<file path="config.mk">
export PLATFORM = sky130hd
export DESIGN_NAME = seg7_scan_driver
export DESIGN_NICKNAME = d
export VERILOG_FILES = /design/src/rtl/seg7_pkg.sv /design/src/rtl/seg7_decode.sv /design/src/rtl/seg7_scan_driver.sv
export SDC_FILE = /design/constraint.sdc
export NUM_CORES = 1
export LEC_CHECK = 0
export CORE_MARGIN = 2
export CORE_UTILIZATION = 35
export DETAILED_ROUTE_END_ITERATION = 10
export SKIP_CTS_REPAIR_TIMING = 1
export SYNTH_ARGS = -nofsm -noshare
export SYNTH_HDL_FRONTEND = slang
export SYNTH_SLANG_ARGS = --single-unit
</file>
<file path="constraint.sdc">
create_clock -name Clk -period 1.9 [get_ports Clk]
set_input_delay 0.475 -clock Clk [delete_from_list [all_inputs] [get_ports Clk]]
set_output_delay 0.475 -clock Clk [all_outputs]
set_load 0.02 [all_outputs]
</file>
<file path="src/rtl/seg7_pkg.sv">
// seg7_pkg: shared 7-segment definitions.
//   seg_t          : segment vector {g,f,e,d,c,b,a}, active-high.
//   SEG_0..SEG_F   : glyphs for codes 0-15 (A,b,C,d,E,F for 10-15).
//   SEG_OFF        : all segments dark.
//   seg7_decode_fn : value + hex enable -> segments; codes 10-15 go dark
//                    when hex is disabled, so BCD displays never show letters.
package seg7_pkg;

  typedef logic [6:0] seg_t;

  localparam seg_t SEG_0   = 7'h3F;
  localparam seg_t SEG_1   = 7'h06;
  localparam seg_t SEG_2   = 7'h5B;
  localparam seg_t SEG_3   = 7'h4F;
  localparam seg_t SEG_4   = 7'h66;
  localparam seg_t SEG_5   = 7'h6D;
  localparam seg_t SEG_6   = 7'h7D;
  localparam seg_t SEG_7   = 7'h07;
  localparam seg_t SEG_8   = 7'h7F;
  localparam seg_t SEG_9   = 7'h6F;
  localparam seg_t SEG_A   = 7'h77;
  localparam seg_t SEG_B   = 7'h7C;
  localparam seg_t SEG_C   = 7'h39;
  localparam seg_t SEG_D   = 7'h5E;
  localparam seg_t SEG_E   = 7'h79;
  localparam seg_t SEG_F   = 7'h71;
  localparam seg_t SEG_OFF = 7'h00;

  function automatic seg_t seg7_decode_fn(input logic [3:0] value, input logic hex_en);
    seg_t seg;
    case (value)
      4'h0:    seg = SEG_0;
      4'h1:    seg = SEG_1;
      4'h2:    seg = SEG_2;
      4'h3:    seg = SEG_3;
      4'h4:    seg = SEG_4;
      4'h5:    seg = SEG_5;
      4'h6:    seg = SEG_6;
      4'h7:    seg = SEG_7;
      4'h8:    seg = SEG_8;
      4'h9:    seg = SEG_9;
      4'hA:    seg = hex_en ? SEG_A : SEG_OFF;
      4'hB:    seg = hex_en ? SEG_B : SEG_OFF;
      4'hC:    seg = hex_en ? SEG_C : SEG_OFF;
      4'hD:    seg = hex_en ? SEG_D : SEG_OFF;
      4'hE:    seg = hex_en ? SEG_E : SEG_OFF;
      default: seg = hex_en ? SEG_F : SEG_OFF;
    endcase
    return seg;
  endfunction

endpackage

</file>
<file path="src/rtl/seg7_decode.sv">
// seg7_decode: combinational nibble-to-segment decoder with a blank override.
//   value  : 4-bit digit code
//   hex_en : 1 shows A-F for codes 10-15, 0 darkens them
//   blank  : forces all segments dark (leading-zero suppression)
//   seg    : segments {g,f,e,d,c,b,a}, active-high
module seg7_decode
  import seg7_pkg::*;
(
  input  logic [3:0] value,
  input  logic       hex_en,
  input  logic       blank,
  output seg_t       seg
);

  always_comb begin
    seg = blank ? SEG_OFF : seg7_decode_fn(value, hex_en);
  end

endmodule

</file>
<file path="src/rtl/seg7_scan_driver.sv">
// seg7_scan_driver: multiplexed DIGITS-wide 7-segment display scanner.
//   Clk, Rst : clock and synchronous active-high reset
//   Load     : strobe capturing Data/Dp_in into the shadow buffer
//   Data     : nibble i drives digit i (digit 0 least significant)
//   Dp_in    : decimal point per digit
//   Hex_en   : live select of hex glyphs for codes 10-15
//   Lz_en    : live leading-zero blanking enable
//   S, Dp    : registered segment and decimal-point pins, active-high
//   Com      : registered digit enables, polarity from COM_ACTIVE_LOW
//   Frame    : one-cycle pulse after the last digit slot of a frame ends
// Each digit slot is DIV cycles: DEAD blank cycles (ghosting guard) then
// DIV-DEAD drive cycles. New data reaches the displayed buffer only at the
// frame wrap, so a frame never mixes old and new digits.
module seg7_scan_driver
  import seg7_pkg::*;
#(
  parameter int DIGITS         = 4,
  parameter int DIV            = 50000,
  parameter int DEAD           = 16,
  parameter bit COM_ACTIVE_LOW = 1'b1
) (
  input  logic                  Clk,
  input  logic                  Rst,
  input  logic                  Load,
  input  logic [4*DIGITS-1:0]   Data,
  input  logic [DIGITS-1:0]     Dp_in,
  input  logic                  Hex_en,
  input  logic                  Lz_en,
  output logic [6:0]            S,
  output logic                  Dp,
  output logic [DIGITS-1:0]     Com,
  output logic                  Frame
);

  localparam int CNT_W = $clog2(DIV);
  localparam int IDX_W = (DIGITS > 1) ? $clog2(DIGITS) : 1;

  localparam logic [0:0] ST_BLANK = 1'b0;
  localparam logic [0:0] ST_DRIVE = 1'b1;
  // With no dead time every slot starts directly in DRIVE.
  localparam logic [0:0] ST_SLOT_START = (DEAD == 0) ? ST_DRIVE : ST_BLANK;

  localparam logic [CNT_W-1:0]  CNT_LAST      = CNT_W'(DIV - 1);
  localparam logic [CNT_W-1:0]  CNT_DEAD_LAST = CNT_W'(DEAD - 1);
  localparam logic [IDX_W-1:0]  IDX_LAST      = IDX_W'(DIGITS - 1);
  localparam logic [DIGITS-1:0] COM_OFF       = {DIGITS{COM_ACTIVE_LOW}};

  logic [0:0]          state;
  logic [CNT_W-1:0]    cnt;
  logic [IDX_W-1:0]    idx;

  logic [4*DIGITS-1:0] shadow_data, active_data;
  logic [DIGITS-1:0]   shadow_dp, active_dp;
  logic                pending;

  logic                slot_end, wrap;
  logic [3:0]          cur_value;
  logic                cur_dp;
  logic                upper_zero;
  logic                lz_blank;
  logic [DIGITS-1:0]   onehot;
  seg_t                dec_seg;

  assign slot_end = (state == ST_DRIVE) && (cnt == CNT_LAST);
  assign wrap     = slot_end && (idx == IDX_LAST);

  // Slot timing: counter, BLANK/DRIVE state and digit index.
  // NOTE: sequential state uses non-blocking assignments so every register
  // samples pre-edge values, independent of block ordering.
  always_ff @(posedge Clk) begin
    if (Rst) begin
      state <= ST_SLOT_START;
      cnt   <= '0;
      idx   <= '0;
    end else if (slot_end) begin
      cnt   <= '0;
      state <= ST_SLOT_START;
      idx   <= wrap ? '0 : idx + IDX_W'(1);
    end else begin
      cnt <= cnt + CNT_W'(1);
      if (state == ST_BLANK && cnt == CNT_DEAD_LAST) state <= ST_DRIVE;
    end
  end

  // Double buffer. A Load on the wrap cycle goes straight to the active
  // buffer so the newest value is shown without a one-frame delay.
  // NOTE: the buffers are reset explicitly because the display must come
  // up showing zeros, not power-on garbage.
  always_ff @(posedge Clk) begin
    if (Rst) begin
      shadow_data <= '0;
      shadow_dp   <= '0;
      active_data <= '0;
      active_dp   <= '0;
      pending     <= 1'b0;
    end else if (wrap) begin
      if (Load) begin
        active_data <= Data;
        active_dp   <= Dp_in;
        shadow_data <= Data;
        shadow_dp   <= Dp_in;
      end else if (pending) begin
        active_data <= shadow_data;
        active_dp   <= shadow_dp;
      end
      pending <= 1'b0;
    end else if (Load) begin
      shadow_data <= Data;
      shadow_dp   <= Dp_in;
      pending     <= 1'b1;
    end
  end

  // Digit select plus "this digit and all higher digits are zero" test.
  // NOTE: every output is given a default first so no latch is inferred.
  always_comb begin
    cur_value  = 4'h0;
    cur_dp     = 1'b0;
    upper_zero = 1'b1;
    onehot     = '0;
    for (int i = 0; i < DIGITS; i++) begin
      if (idx == IDX_W'(i)) begin
        cur_value = active_data[4*i +: 4];
        cur_dp    = active_dp[i];
        onehot[i] = 1'b1;
      end
      if (i >= int'(idx) && active_data[4*i +: 4] != 4'h0) upper_zero = 1'b0;
    end
  end

  // Digit 0 is never suppressed so a zero value still shows "0".
  assign lz_blank = Lz_en && (idx != '0) && upper_zero;

  seg7_decode u_decode (
    .value  (cur_value),
    .hex_en (Hex_en),
    .blank  (lz_blank),
    .seg    (dec_seg)
  );

  // Registered pins: one cycle behind the state/index that produced them.
  always_ff @(posedge Clk) begin
    if (Rst) begin
      S     <= SEG_OFF;
      Dp    <= 1'b0;
      Com   <= COM_OFF;
      Frame <= 1'b0;
    end else begin
      Frame <= wrap;
      if (state == ST_DRIVE) begin
        S   <= dec_seg;
        Dp  <= cur_dp;
        Com <= onehot ^ COM_OFF;
      end else begin
        S   <= SEG_OFF;
        Dp  <= 1'b0;
        Com <= COM_OFF;
      end
    end
  end

endmodule

</file>
==> results.py <==
metrics = {
    "run_status": {
        "status": "finished, violations left",
        "failing_checks": "negative setup slack",
    },
    "sta": {
        "final_report_setup_violation_count": 1,
        "timing.fmax_mhz": 512,
        "timing.final.max_slew_violations": 0,
        "timing.final.crit_share_pct": 103,
        "relSlewSlack_pct": 76.1,
        "tightestPinTransition_ns": 0.357,
        "post_route_setup_slack_ns": -0.0526,
        "final.setup_skew_ns": 0.00636,
        "setup_tns_ns": -0.0526,
        "finalHoldViolations": 0,
        "unrepaired_setup_endpoints_after_global_routing": "yes",
        "fin_crit_ns": 1.95,
    },
    "routing": {
        "dr.pass1.iters": 4,
        "drc": 0,
        "via_count": 2597,
        "drt_wl_total_um": 6960,
        "route.detailed.wl_per_inst_um": 13.2,
        "final_antenna_net_count": 0,
        "via_per_inst": 4.93,
        "drt_first_iter_violations": 113,
    },
    "yosys": {
        "cell_count_after_synthesis": 356,
        "mappedNetlistNets": 387,
        "synth_enable_flop_cells": 0,
        "post_synth_num_cell_types": 46,
        "ys_dominant_reg_cell": "sky130_fd_sc_hd__dfxtp_1",
        "synthesis.area_um2": 3200,
        "syn_avg_cell_area_um2": 9.00,
        "ys_seq_area_share_pct": 45.6,
        "synth-warning-count": 0,
        "ys_async_sr_fraction_pct": 0,
        "postSynthRegisterBits": 73,
    },
    "cts": {
        "clk_latency_ns": 0.36,
        "clock_transition_at_the_registers_of_the_reported_paths_ns": 0.08,
        "clock-root-buffer": "sky130_fd_sc_hd__clkbuf_8",
        "clock_sink_count": 73,
        "tritoncts": "yes",
        "bufs_on_longest_clock_path": 2,
        "cts-buffers-inserted": 9,
        "cts-htree-levels": 3,
    },
    "final_layout": {
        "antenna_cells": 0,
        "layoutNonFillerInstCount": 527,
        "area_delta_synth_final_pct": 31.9,
        "final_net_count": 445,
        "final_core_util_pct": 48.0,
        "layout-drive-gt1-share_pct": 18.9,
        "fill_cells": 836,
    },
    "floorplan": {
        "fp.dieArea_um2": 9940,
        "design.core.area_um2": 8810,
        "chipWidth_um": 99.7,
        "fp.dieH_um": 99.7,
        "io_pins": 38,
        "start_util_pct": 36.4,
        "row_count": 34,
    },
    "setup_path": {
        "critPathTopFamily": "compound AO/OA/AOI/OAI gates",
        "crit_required_ns": 2.14,
        "timing.critical_path.from_type": "flip-flop",
        "worst-r2r-cell-count": 7,
        "timing.critical_path.slowest_stage_cell": "sky130_fd_sc_hd__dfxtp_4",
        "worst-path-max-fanout": 16,
        "worstSetupPathType": "reg -> reg",
        "cp.depth": 7,
        "internal_reg_to_reg_setup_slack_ns": -0.05,
        "critical_path.cell_chain": "ha_2 -> buf_12 -> a211oi_4 -> a221o_1 -> o22ai_1 -> a222oi_1 -> nor2_1",
        "crit-reg2reg-launch": "idx[0]$_SDFFE_PP0P_",
        "worst_ep_arrival_time_ns": 2.20,
        "setup.worst_path.end_class": "flip-flop",
        "worstReg2RegEnd": "S[0]$_SDFF_PP0_",
        "slowest_delay_ns": 0.38,
        "cp.buffers_inverters": 1,
    },
    "power_and_ir_drop": {
        "combinationalPowerShare_pct": 5.5,
        "intPower_uw": 2120,
        "switching_share_pct": 24.4,
        "ir_worst_vdd_mv": 0.282,
        "power.total_uw": 2810,
        "clockPowerShare_pct": 38.6,
        "power_leakage_uw": 0.00159,
        "power_per_cell_area_nw_per_um2": 664,
        "seq_power_share_pct": 55.9,
        "p_sw_uw": 683,
    },
    "run": {
        "maxCapViolCount": 0,
    },
    "global_routing": {
        "number_of_global_route_vias_before_repair": 2406,
        "gr-total-overflow": 0,
        "largest_net_degree_at_the_start_of_global_routing": 41,
        "global_route_usage_over_all_layers_pct": 14.6,
        "antenna_violations_before_repair": 0,
        "global_route_wire_length_before_repair_um": 11600,
    },
    "min_path": {
        "timing.hold.worst.class": "reg -> reg",
        "holdCritStartpoint": "cnt[0]$_SDFF_PP0_",
        "hold_path_depth": 1,
        "min_to": "cnt[0]$_SDFF_PP0_",
    },
    "placed_design": {
        "numPortBuffers": 37,
        "place_hpwl_um": 4910,
        "final_replace_weighted_congestion": 0.842,
        "place.detailed.instances": 506,
    },
}
[through the flow]
step	area (um2)	setup slack (ns)	hold WS, ns
6_report	4230	-0.0526	0.465
5_1_grt	4230	-0.121	0.484
4_1_cts	4100	-0.114	0.474
3_5_place_dp	3930	-0.0918	0.453
3_3_place_gp	3930	-0.0230	0.441
2_1_floorplan	3290	-0.00208	0.426
[layer usage]
layer,global-route usage (%),wire (um),vias to the layer above
li1,-,-,1349
met1,20.6,3570,1197
met2,20.9,2990,40
met3,4.08,266,11
met4,6.22,127,0
met5,0,0,-
[cell usage after synthesis, types with 2 or more instances]
cell	instances	area (um2)
sky130_fd_sc_hd__mux2i_1	22	220
sky130_fd_sc_hd__and4_1	2	17.5
sky130_fd_sc_hd__nor3b_1	5	37.5
sky130_fd_sc_hd__a211oi_2	2	25.0
sky130_fd_sc_hd__buf_2	11	55.1
sky130_fd_sc_hd__or3_1	2	12.5
sky130_fd_sc_hd__dfxtp_1	73	1460
sky130_fd_sc_hd__o22ai_1	3	18.8
sky130_fd_sc_hd__clkbuf_1	10	37.5
sky130_fd_sc_hd__nand2b_1	19	119
sky130_fd_sc_hd__a211oi_1	6	45.0
sky130_fd_sc_hd__xnor2_1	6	52.6
sky130_fd_sc_hd__o21ai_1	5	25.0
sky130_fd_sc_hd__xor2_1	8	70.1
sky130_fd_sc_hd__and3_1	2	12.5
sky130_fd_sc_hd__nand4_1	5	31.3
sky130_fd_sc_hd__nor2b_1	3	18.8
sky130_fd_sc_hd__o211ai_1	2	15.0
sky130_fd_sc_hd__nand3_1	10	50.1
sky130_fd_sc_hd__ha_1	6	75.1
sky130_fd_sc_hd__a221o_1	3	30.0
sky130_fd_sc_hd__nor3_1	4	20.0
sky130_fd_sc_hd__nor4_1	4	25.0
sky130_fd_sc_hd__inv_1	8	30.0
sky130_fd_sc_hd__nor2_1	44	165
sky130_fd_sc_hd__a221oi_2	2	30.0
sky130_fd_sc_hd__o31ai_1	3	22.5
sky130_fd_sc_hd__a21oi_1	8	40.0
sky130_fd_sc_hd__buf_4	3	22.5
sky130_fd_sc_hd__nand3b_1	6	45.0
sky130_fd_sc_hd__o21ai_0	22	110
sky130_fd_sc_hd__nand2_1	33	124
[power groups by stage]
stage          registers [uW]  logic [uW]  clock network [uW]
5_1_grt                  1570         173                1170
2_1_floorplan            1600        84.4                   0
4_1_cts                  1570         157                1120
3_3_place_gp             1610         154                   0
3_5_place_dp             1610         156                   0
6_report                 1570         155                1080
[registers in the layout, summed over array words and instances (netlist names), 2 cells and up]
signal and count:
Com 4, S 7, active_data 16, active_dp 4, cnt 16, idx 2
shadow_data 16, shadow_dp 4
[worst max-delay path by stage]
stage | slack [ns] | endpoint | startpoint
after floorplan | -0.002 | S[0]$_SDFF_PP0_ | idx[1]$_SDFFE_PP0P_
after global placement | -0.02 | S[0]$_SDFF_PP0_ | idx[0]$_SDFFE_PP0P_
after global routing | -0.12 | S[0]$_SDFF_PP0_ | idx[0]$_SDFFE_PP0P_
final | -0.05 | S[0]$_SDFF_PP0_ | idx[0]$_SDFFE_PP0P_
after detailed placement | -0.09 | S[0]$_SDFF_PP0_ | idx[0]$_SDFFE_PP0P_
after CTS | -0.11 | S[0]$_SDFF_PP0_ | idx[0]$_SDFFE_PP0P_
[layout by cell type (no fill, tap or decap), types with 8 or more instances in the layout]
| cell type | instances |
|---|---|
| sky130_fd_sc_hd__clkbuf_8 | 9 |
| sky130_fd_sc_hd__clkdlybuf4s50_1 | 37 |
| sky130_fd_sc_hd__nand3_1 | 10 |
| sky130_fd_sc_hd__o21ai_0 | 21 |
| sky130_fd_sc_hd__xor2_1 | 8 |
| sky130_fd_sc_hd__dfxtp_1 | 71 |
| sky130_fd_sc_hd__a21oi_1 | 8 |
| sky130_fd_sc_hd__nand2b_1 | 19 |
| sky130_fd_sc_hd__nand2_1 | 32 |
| sky130_fd_sc_hd__mux2i_1 | 22 |
| sky130_fd_sc_hd__nor2_1 | 44 |
| sky130_fd_sc_hd__buf_4 | 30 |
[cell type report]
cell class	instances	area, um2	share of cell area [%]
Multi-Input combinational cell	250	1740	41.0
Sequential cell	73	1470	34.7
Timing Repair Buffer	72	687	16.2
Tap cell	108	135	3.20
Clock buffer	10	128	3.02
Clock inverter	6	41.3	0.977
Inverter	8	32.5	0.769
[cells by family after synthesis]
| logic type | after synthesis | synth area share (%) |
|---|---|---|
| fa+ha+maj | 6 | 2.34 |
| flops | 73 | 45.6 |
| mux | 22 | 6.87 |
| compound gates | 63 | 13.7 |
| buf+inv | 33 | 4.88 |
| xor+xnor | 14 | 3.83 |
| simple gates | 145 | 22.8 |
No activity file was read; power rests on OpenSTA's default activity.
==> patch (same flow settings) <==
The parameter `DIV` goes from 50000 to 100000.
--- a/src/rtl/seg7_scan_driver.sv
+++ b/src/rtl/seg7_scan_driver.sv
@@ -17,3 +17,3 @@
   parameter int DIGITS         = 4,
-  parameter int DIV            = 50000,
+  parameter int DIV            = 100000,
   parameter int DEAD           = 16,
Check against the original RTL: no difference found for any inputs over 10 cycles, from zero or initial values and one cycle with Rst high; that may be too few to reach the edited logic, so the function may still have changed.
==> patch against the unedited design <==
The run still ends with setup timing left. Critical path depth rose by 2. Wire length up 12%. Critical endpoint is now active_dp[2]. Cell area rose by 14%. Clock skew is 0.0084 ns higher. Synthesized area rose by 1.1%. Utilization is 4.9 points higher. Power rose by 14%. Sequential cell count grew 1. Clock power increased by 32%. Worst setup slack lost 0.017 ns. Count of clock-buffer cells in the layout rose by 1. Cell count grew 7.2%. Critical path type unchanged.
==> patch: results (changes against the unedited design) <==
- Outcome: finished with violations
- Failing checks: setup timing
- Syn avg cell area: 9.045 um2 (+0.49%)
- Delay of the slowest critical-path stage: 0.40 ns (+0.02 ns)
- Net count reported at finish: 480 (+7.9%)
- Final Wtd Congestion: 0.8422 (about the same)
- DRT Pass-1 Iters: 4 (unchanged)
- Iter 0 DRT Violations: 103 (-8.8%)
- Distinct cells, synth: 48 (+4.3%)
- Worst setup margin: -0.06935 ns (-0.01670 ns)
- WP data arrival: 2.26 ns (+0.06 ns)
- Critical path's slowest cell: or3_4
- GR Util All Layers: 14.44% (-0.18 points)
- Area contributors post-synth: dfxtp_1 46%, mux2i_1 6.8%, nor2_1 5.9%, nand2_1 4.9%, o21ai_2 4.6%
- First-pass GRT wire length: 11610 um (+0.29%)
- Cells after DPL: 529 (+4.5%)
- Worst-path maximum fanout: 6 (-10)
- Fin Setup TNS: -0.9215 ns (-0.8688 ns)
- Post-Route WL: 7818 um (+12%)
- Synth top cells by count: 74 x dfxtp_1, 51 x nor2_1, 42 x nand2_1, 22 x mux2i_1, 19 x nand2b_1
- Vias in the first global route: 2602 (+8.1%)
- Fin Clk Skew: 0.01475 ns (+0.008389 ns)
- Yosys warns: 0 (unchanged)
- Post-DP HPWL: 4882 um (-0.54%)
- Pin count of the biggest net entering global routing: 46 (+12%)
- Setup violations, final: 23 (+22)
- Syn_nets: 389 (+0.52%)
- Routed vias/inst: 4.887 (-0.84%)
- Max rail drop VDD: 0.0006333 V (+120%)
- Worst Tran Pin Value: 0.5017 ns (+0.1448 ns)
- Post-synthesis sequential area ratio: 45.75% (+0.14 points)
- Leakage: 2.013 nW (+26%)
- Post-place setup slack: -0.1043 ns (-0.01252 ns)
- Share of cells above drive strength 1: 33.48% (+15 points)
-- patch: worst paths after layout --
check | from | end | cells after the start
setup reg to reg | cnt[0] | active_dp[2] | 9
setup / recovery | cnt[0] | active_dp[2] | 9
hold reg to reg | active_data[1] | active_data[1] | 2
hold / removal | active_data[1] | active_data[1] | 2
-- patch: stage by stage --
step                instance area, um2  utilization (%)  hold slack [ns]
global route                      4821            52.93           0.5050
CTS                               4310            47.32           0.4863
global placement                  4073            44.71           0.4676
floorplan                         3326                -           0.3949
finish                            4821            52.93           0.4845
detailed placement                4073            44.71           0.4714
-- patch: cell type report --
cell class	count	area, um2
sequential	74	1493
clock buffer	11	152.6
tap	111	138.9
multi-input combinational	255	1899
inverter	8	35.03
timing repair buffer	101	1017
fill	871	4288
clock inverter	5	85.08
-- patch: where the power goes --
group,internal [mW],switching (mW)
combinational,0.112,0.0812
sequential,1.58,0.0105
clock,0.824,0.602
-- patch: critical path: cells and delay by family, from the launching register on --
| family | cells | cell delay (ns) |
|---|---|---|
| buffers and inverters | 2 | 0.40 |
| AND/OR/NAND/NOR | 5 | 0.96 |
| adder cells (fa/ha/maj) | 1 | 0.13 |
| AO/OA/AOI/OAI | 1 | 0.06 |
| flip-flops | 1 | 0.35 |
-- patch: logic make-up (layout without fill, tap and decap cells) --
| group | after synthesis | in the layout | share of synthesized area (%) |
|---|---|---|---|
| AOI/OAI and AO/OA | 56 | 56 | 13.14 |
| xor gates and xnor gates | 16 | 16 | 4.328 |
| adders and majority gates | 6 | 6 | 2.318 |
| buffers and inverters | 29 | 125 | 4.869 |
| DFF | 74 | 74 | 45.75 |
| muxes | 22 | 22 | 6.801 |
| and+or+nand+nor | 155 | 155 | 22.80 |
-- patch: layer usage --
metal | vias up | global-route usage, % | share of wire (%)
met4 | 0 | 6.217 | 1.9
met3 | 13 | 2.994 | 3.2
met2 | 42 | 23.90 | 49
met1 | 1293 | 18.23 | 46
li1 | 1413 | - | -
met5 | - | 0 | 0
